$ cat config.mk
export PLATFORM = sky130hd
export DESIGN_NAME = tx_packet_scheduler
export DESIGN_NICKNAME = d
export VERILOG_FILES = /design/src/rtl/tx_packet_scheduler.sv
export SDC_FILE = /design/constraint.sdc
export NUM_CORES = 1
export LEC_CHECK = 0
export CORE_ASPECT_RATIO = 0.8
export CORE_UTILIZATION = 48
export DETAILED_ROUTE_END_ITERATION = 6
export PLACE_DENSITY = 0.77
export SLEW_MARGIN = 5
export SYNTH_ARGS = -nofsm -noshare
export SYNTH_HDL_FRONTEND = slang
export SYNTH_SLANG_ARGS = --single-unit
$ cat constraint.sdc
create_clock -name clk -period 2.1 [get_ports clk]
set_input_delay 0.525 -clock clk [delete_from_list [all_inputs] [get_ports clk]]
set_output_delay 0.525 -clock clk [all_outputs]
set_load 0.02 [all_outputs]
$ cat src/rtl/tx_packet_scheduler.sv
// tx_packet_scheduler: arbitrates handshake and data requests into TX packet commands,
// tracks start timeout, transfer errors and the inter-packet gap.
module tx_packet_scheduler #(
    parameter int START_TIMEOUT = 8,
    parameter int GAP_CYCLES    = 16
) (
    input  logic       clk,
    input  logic       rst,
    input  logic       hs_req,
    input  logic [1:0] hs_type,
    input  logic       data_req,
    input  logic       data_pid,
    input  logic [6:0] data_len,
    input  logic [6:0] buffer_occupancy,
    input  logic       tx_transfer_active,
    input  logic       tx_error,
    output logic [3:0] tx_packet,
    output logic       hs_grant,
    output logic       data_grant,
    output logic       pkt_done,
    output logic       pkt_fail,
    output logic       busy
);
    localparam int CMAX = START_TIMEOUT > GAP_CYCLES ? START_TIMEOUT : GAP_CYCLES;
    localparam int CW = $clog2(CMAX + 1) < 1 ? 1 : $clog2(CMAX + 1);
    localparam logic [CW-1:0] TO = CW'(START_TIMEOUT);
    localparam logic [CW-1:0] GP = CW'(GAP_CYCLES);
    typedef enum logic [2:0] {IDLE, ISSUE, WAIT_START, ACTIVE, GAP} state_t;
    state_t state;
    logic [CW-1:0] cnt;
    logic err;
    logic data_ok;
    logic err_now;
    // oversize payloads are granted regardless of occupancy so they can be dropped
    assign data_ok = data_req && (data_len > 7'd64 || buffer_occupancy >= data_len);
    assign err_now = err || tx_error;
    always_ff @(posedge clk) begin
        if (rst) begin
            state      <= IDLE;
            cnt        <= '0;
            err        <= 1'b0;
            tx_packet  <= 4'd0;
            hs_grant   <= 1'b0;
            data_grant <= 1'b0;
            pkt_done   <= 1'b0;
            pkt_fail   <= 1'b0;
            busy       <= 1'b0;
        end else begin
            tx_packet  <= 4'd0;
            hs_grant   <= 1'b0;
            data_grant <= 1'b0;
            pkt_done   <= 1'b0;
            pkt_fail   <= 1'b0;
            case (state)
                IDLE: begin
                    if (hs_req) begin
                        hs_grant <= 1'b1;
                        busy     <= 1'b1;
                        if (hs_type == 2'b11) begin
                            pkt_fail <= 1'b1;
                            state    <= GAP;
                            cnt      <= CW'(1);
                        end else begin
                            tx_packet <= 4'd3 + {2'b00, hs_type};
                            err       <= 1'b0;
                            state     <= ISSUE;
                        end
                    end else if (data_ok) begin
                        data_grant <= 1'b1;
                        busy       <= 1'b1;
                        if (data_len > 7'd64) begin
                            pkt_fail <= 1'b1;
                            state    <= GAP;
                            cnt      <= CW'(1);
                        end else begin
                            tx_packet <= data_pid ? 4'd2 : 4'd1;
                            err       <= 1'b0;
                            state     <= ISSUE;
                        end
                    end
                end
                ISSUE: begin
                    state <= WAIT_START;
                    cnt   <= CW'(1);
                end
                WAIT_START: begin
                    if (tx_transfer_active) begin
                        state <= ACTIVE;
                        err   <= tx_error;
                    end else if (cnt >= TO) begin
                        pkt_fail <= 1'b1;
                        state    <= GAP;
                        cnt      <= CW'(1);
                    end else
                        cnt <= cnt + CW'(cnt != '1);
                end
                ACTIVE: begin
                    if (!tx_transfer_active) begin
                        pkt_done <= !err_now;
                        pkt_fail <= err_now;
                        state    <= GAP;
                        cnt      <= CW'(1);
                    end else if (tx_error)
                        err <= 1'b1;
                end
                GAP: begin
                    if (cnt >= GP) begin
                        state <= IDLE;
                        busy  <= 1'b0;
                    end else
                        cnt <= cnt + CW'(cnt != '1);
                end
                default: begin
                    state <= IDLE;
                    busy  <= 1'b0;
                end
            endcase
        end
    end
endmodule
==> summary.txt, run 1 <==
fillers = 174
Starting Density = 52.8%
post-synth top area cell = dfxtp_1
Worst path most repeated cell = a21o_1
Period minus WS final = 2.05 ns
synth unique cells = 45
first-pass iteration count of the detailed router = 6
final setup violation count = 0
Post-synth ARST share = 0%
Commonest cells post-synth = dfxtp_1, inv_1, nor2_1
Final period util = 97.7%
Hold Crit Depth = 2
failing checks = DRC
Hold Vio Cnt, Final = 0
antenna-violating nets left = 0
layout overhead on the synthesized area = 43.5%
crit-path cells = dlygate4sd2_1, or4_4, a211oi_4, o211ai_1, a21o_1, a21o_1
met3 WL post-DR = 184 um
RR Endpoint = cnt[1]
mux cell area share after synthesis = 0.848%
first-pass GRT wire length = 4830 um
CTS tree = done
Die X = 57.4 um
clk_lat worst skew = 0.29 ns
Synth Area per Inst = 8.19 um2
Total Wirelength = 2870 um
Setup CP Type = in -> reg
Fin Setup TNS = 0 ns
DRT met1 WL = 1390 um
Max FO, Critical Path = 4
fin cells = 209
global route overflow = 0
Slew Limit Headroom = 59.2%
full die area = 2660 um2
Setup crit start kind = input port
Peak Freq = 0.487 GHz
Synth Instances = 144
Synth Register Bits = 17
Worst Hold End = err
r2r startpoint = state[2]
FP Rows = 15
top layer in use = met3
post-CTS setup buffers = 0
Multi-input gate area = 840 um2
WP data arrival = 2.24 ns
initial antenna violation count = 0
Synth Flop Type = dfxtp_1
max_cap viols = 0
root buf cell = clkbuf_4
Post-Synthesis Net Count = 176
htree depth = 1
Synth top area share = 28.8%
Reg2Reg Setup Slack = 0.30 ns
Hold WS = 0.489 ns
yosys warns = 0
Worst Hold Launch = err
delay-heaviest family, CP = compound AO/OA/AOI/OAI gates
number of synthesized flops with an enable pin = 0
most frequent cell after synthesis = dfxtp_1
Cell Pwr Density = 854 nW/um2
vias in the first global route = 1102
Vias/cell = 5.67
Worst-Margin Slew = 0.607 ns
GRT Resource Usage Total = 24.0%
Placer Congestion = 0.819
total CTS buffers = 3
clock slew at reported path FFs = 0.10 ns
worst min path class = reg -> reg
DP Wirelength = 2290 um
via count = 1185
peak supply drop = 0.557 mV
post-synthesis compound-gate area fraction = 28.5%
r2r worst-path depth = 5
core box area = 2230 um2
drt drc = 2
slowest library cell on the worst path = or4_4
Worst setup EP type = flip-flop
die height = 46.3 um
Total Power = 1.45 mW
Final Max Tran Viols = 0
DRT iter0 DRCs = 62
ratio of cells with drive above 1 in the final layout = 17.9%
post-synthesis adder-cell area fraction = 9.54%
Critical path buffers and inverters = 1
pin count of the biggest net entering global routing = 16
clock skew = 0.00691 ns
Hold Buf Count CTS = 0
WL/cell = 13.7 um
Port Buf Inserts = 30
Post-Synth Simple-Gate Area = 24.2%
boundary pin count = 32
maximum clock path buffer count = 2
largest family of logic cells by synthesized area = compound AO/OA/AOI/OAI gates
Leakage Power = 0.713 nW
storage element area = 340 um2
ant diodes = 0
XOR/XNOR Fraction of Synth Area = 0.742%
setup repair after global routing missed its margin = no
Met2 Routed Length = 1300 um
sequential area share after synthesis = 28.8%
synth top area cells = dfxtp_1, ha_1, inv_1
status = complete, but fails checks
CTS sink count = 17
CP required = 2.29 ns
Post-Synthesis Cell Area = 1180 um2
nets = 217
slowest stage delay, CP = 0.54 ns
Cells after DPL = 205
[power breakdown]
| part | internal [mW] | leakage (nW) | switching [mW] |
|---|---|---|---|
| clock network | 0.0708 | 0.0177 | 0.102 |
| logic | 0.378 | 0.556 | 0.404 |
| registers | 0.390 | 0.139 | 0.100 |
| total | 0.839 | 0.713 | 0.607 |
[registers in the layout (all words and copies together) (netlist names)]
signal      count
busy            1
cnt             5
state           3
err             1
data_grant      1
tx_packet       3
pkt_done        1
hs_grant        1
pkt_fail        1
[layer usage]
| layer | vias to the layer above | GRT usage (%) |
|---|---|---|
| met5 | - | 0 |
| met4 | 0 | 1.95 |
| met3 | 0 | 5.34 |
| met2 | 39 | 41.9 |
| met1 | 537 | 31.8 |
| li1 | 609 | - |
[cells by family (layout without fill, tap and decap cells)]
kind of cell    Yosys count  count (layout)
buf+inv                  21              61
fa+ha+maj                 9               9
other cells               1               1
simple gates             53              53
compound gates           41              41
xor+xnor                  1               1
flops                    17              17
mux                       1               1
[worst min-delay path: stages, from the launching register on]
cell	delay, ns
dfxtp_1	0.33
nand2b_1	0.06
mux2i_1	0.06
[worst max-delay path by stage]
stage / from / endpoint / slack, ns / depth (start not counted)
finish: data_len[0] / busy / 0.05 / 6
global route: data_req / cnt[2] / 0.01 / 6
detailed placement: data_len[3] / cnt[1] / -0.47 / 6
global placement: data_len[3] / busy / -0.38 / 6
floorplan: data_len[3] / err / 0.13 / 5
CTS: buffer_occupancy[0] / busy / 0.01 / 9
[layout make-up]
type / count / share of cell area [%]
clock buffers: 3 / 1.33
repair buffers: 42 / 23.5
clock inverters: 1 / 0.296
flip-flops and latches: 17 / 20.1
multi-input cells: 106 / 49.6
well taps: 25 / 1.85
inverters: 15 / 3.33
[layout by cell type (no fill, tap or decap), types with 3 or more instances in the layout]
| master | instances |
|---|---|
| nand2_1 | 6 |
| clkdlybuf4s50_1 | 23 |
| dlymetal6s2s_1 | 4 |
| o21ai_0 | 4 |
| nor2_1 | 11 |
| a21oi_1 | 6 |
| dfxtp_1 | 17 |
| buf_4 | 12 |
| nor3_1 | 6 |
| ha_1 | 8 |
| nand2b_1 | 7 |
| or3_1 | 4 |
| clkbuf_4 | 3 |
| inv_1 | 14 |
| nand3_1 | 7 |
[through the flow]
| step | util (%) | cell area [um2] | setup WS, ns |
|---|---|---|---|
| floorplan | - | 1180 | 0.128 |
| global placement | 70.5 | 1580 | -0.376 |
| detailed placement | 70.5 | 1580 | -0.468 |
| CTS | 73.9 | 1650 | 0.0113 |
| global route | 75.8 | 1690 | 0.0131 |
| finish | 75.8 | 1690 | 0.0476 |
[timing repair]
item / 4_1_cts / 5_1_grt
pin swaps: 9 / 10
resized for setup: 10 / 12
setup endpoints to repair: 10 / 6
endpoints found under the hold margin: 0 / 0
No activity file was read; power rests on OpenSTA's default activity.
==> inputs of run 2 (changes only) <==
PLACE_DENSITY = 0.8   (was 0.77)
==> run 2 against run 1 <==
Effect of this change:
- the run still ends with DRC left
- non-clock buffer count unchanged
- routed wire length is 13% higher
- largest cell class unchanged
- critical path depth is 3 higher
- combinational power rose by 2%
==> summary.txt, run 2 (synthesis gave the netlist of run 1 again) <==
status = complete, but fails checks
failing checks = DRC
Hold WS = 0.482 ns (-0.00713 ns)
CTS sink count = 17 (unchanged)
WL/cell = 15.6 um (+13%)
Setup WS pre-CTS = -0.455 ns (+0.0129 ns)
Setup crit start kind = input port
Biggest register = cnt
Port Buf Inserts = 30 (unchanged)
Crit. Startpoint = buffer_occupancy[0]
Die X = 57.4 um (unchanged)
ant diodes = 0 (unchanged)
antenna-violating nets left = 0 (unchanged)
maximum clock path buffer count = 2 (unchanged)
Final period util = 98.4% (+0.65 points)
Final Max Tran Viols = 0 (unchanged)
layout overhead on the synthesized area = 43.4% (about the same)
Hold Vio Cnt, Final = 0 (unchanged)
clock slew at reported path FFs = 0.10 ns (about the same)
Placed Area = 1580 um2 (unchanged)
setup repair after global routing missed its margin = no
core box area = 2230 um2 (unchanged)
Period minus WS final = 2.07 ns (+0.0136 ns)
Peak Freq = 0.484 GHz (-0.66%)
fillers = 154 (-11%)
Final Util = 75.7% (about the same)
WP data arrival = 2.28 ns (+0.04 ns)
r2r worst-path depth = 5 (unchanged)
DRT iter0 DRCs = 50 (-19%)
peak supply drop = 0.657 mV (+18%)
CTS tree = done
Leakage Power = 0.713 nW (about the same)
Placer Congestion = 0.839 (+2.5%)
fin cells = 209 (unchanged)
Starting Density = 52.8% (unchanged)
biggest regs = cnt (5), state (3), tx_packet (3)
Vias/cell = 5.89 (+3.9%)
initial antenna violation count = 0 (unchanged)
max_cap viols = 0 (unchanged)
commonest non-fill, non-tap cell in the layout = clkdlybuf4s50_1
root buf cell = clkbuf_4
Max FO, Critical Path = 3 (-1)
ratio of cells with drive above 1 in the final layout = 17.9% (unchanged)
storage element area = 340 um2 (unchanged)
Slew Limit Headroom = 60.5% (+1.3 points)
die height = 46.3 um (unchanged)
Worst setup EP type = flip-flop
GRT busiest layer = met2
final setup violation count = 0 (unchanged)
Largest register FFs = 5 (unchanged)
Hold Crit Depth = 2 (unchanged)
Multi-input gate area = 840 um2 (unchanged)
Setup CP Type = in -> reg
CP required = 2.31 ns (+0.02 ns)
clock skew = 0.00251 ns (-0.00440 ns)
r2r startpoint = state[1]
drt drc = 1 (-1)
Worst Hold Launch = err
full die area = 2660 um2 (unchanged)
GRT Resource Usage Total = 24.8% (+0.86 points)
routing usage on met3 = 5.34% (unchanged)
boundary pin count = 32 (unchanged)
FP Rows = 15 (unchanged)
htree depth = 1 (unchanged)
fin area = 1690 um2 (about the same)
Worst-Margin Slew = 0.588 ns (-0.0190 ns)
pin count of the biggest net entering global routing = 16 (unchanged)
via count = 1231 (+3.9%)
nets = 217 (unchanged)
global route overflow = 0 (unchanged)
clk_lat worst skew = 0.30 ns (about the same)
most frequent cells in the layout = clkdlybuf4s50_1, dfxtp_1, inv_1
DP Wirelength = 2370 um (+3.7%)
vias in the first global route = 1047 (-5.0%)
post-CTS setup buffers = 0 (unchanged)
total CTS buffers = 3 (unchanged)
first-pass GRT wire length = 4850 um (+0.41%)
first-pass iteration count of the detailed router = 6 (unchanged)
Cells after DPL = 205 (unchanged)
worst min path class = reg -> reg
Final WS setup = 0.0340 ns (-0.0136 ns)
Cell Pwr Density = 877 nW/um2 (+2.7%)
met2 Usage GRT = 42.1% (+0.23 points)
M1 GR Usage = 32.3% (+0.51 points)
Total Wirelength = 3250 um (+13%)
==> run 2: final timing paths <==
kind               to  slack [ns]
max              busy        0.03
min               err        0.48
max reg2reg  state[2]        0.25
min reg2reg       err        0.48
==> run 2: layout make-up <==
type                            instances  area share (%)
Multi-Input combinational cell        106            49.6
Sequential cell                        17            20.1
Clock inverter                          1           0.296
Tap cell                               25            1.85
Clock buffer                            3            1.33
Timing Repair Buffer                   42            23.4
Inverter                               15            3.33
==> run 2: worst max-delay path: stages <==
cell and delay (ns):
clkdlybuf4s50_1 0.45, inv_1 0.04, ha_1 0.26, nand2b_4 0.14, a211oi_2 0.17, buf_4 0.14
o211ai_1 0.16, a21o_1 0.23, a21o_1 0.15
==> run 2: repair_timing <==
item                                    4_1_cts  5_1_grt
hold buffers                                  0        0
endpoints found under the setup margin       11        5
resized for setup                            11       10
pin swaps                                     9        8
==> run 2: per-stage QoR <==
step / total power [mW] / TNS, ns
final: 1.48 / 0
after global routing: 1.59 / 0
after CTS: 1.44 / 0
after detailed placement: 1.23 / -5.19
after global placement: 1.20 / -4.23
after floorplan: 0.985 / 0
==> run 2: power by group <==
group,switching [mW],internal [mW]
clock network,0.113,0.0712
logic,0.419,0.378
registers,0.111,0.390
total,0.643,0.840
==> run 2: metal layers <==
layer  up-vias  wire, um
li1        612         -
met1       581      1500
met2        34      1570
met3         4       152
met4         0        36
met5         -         0
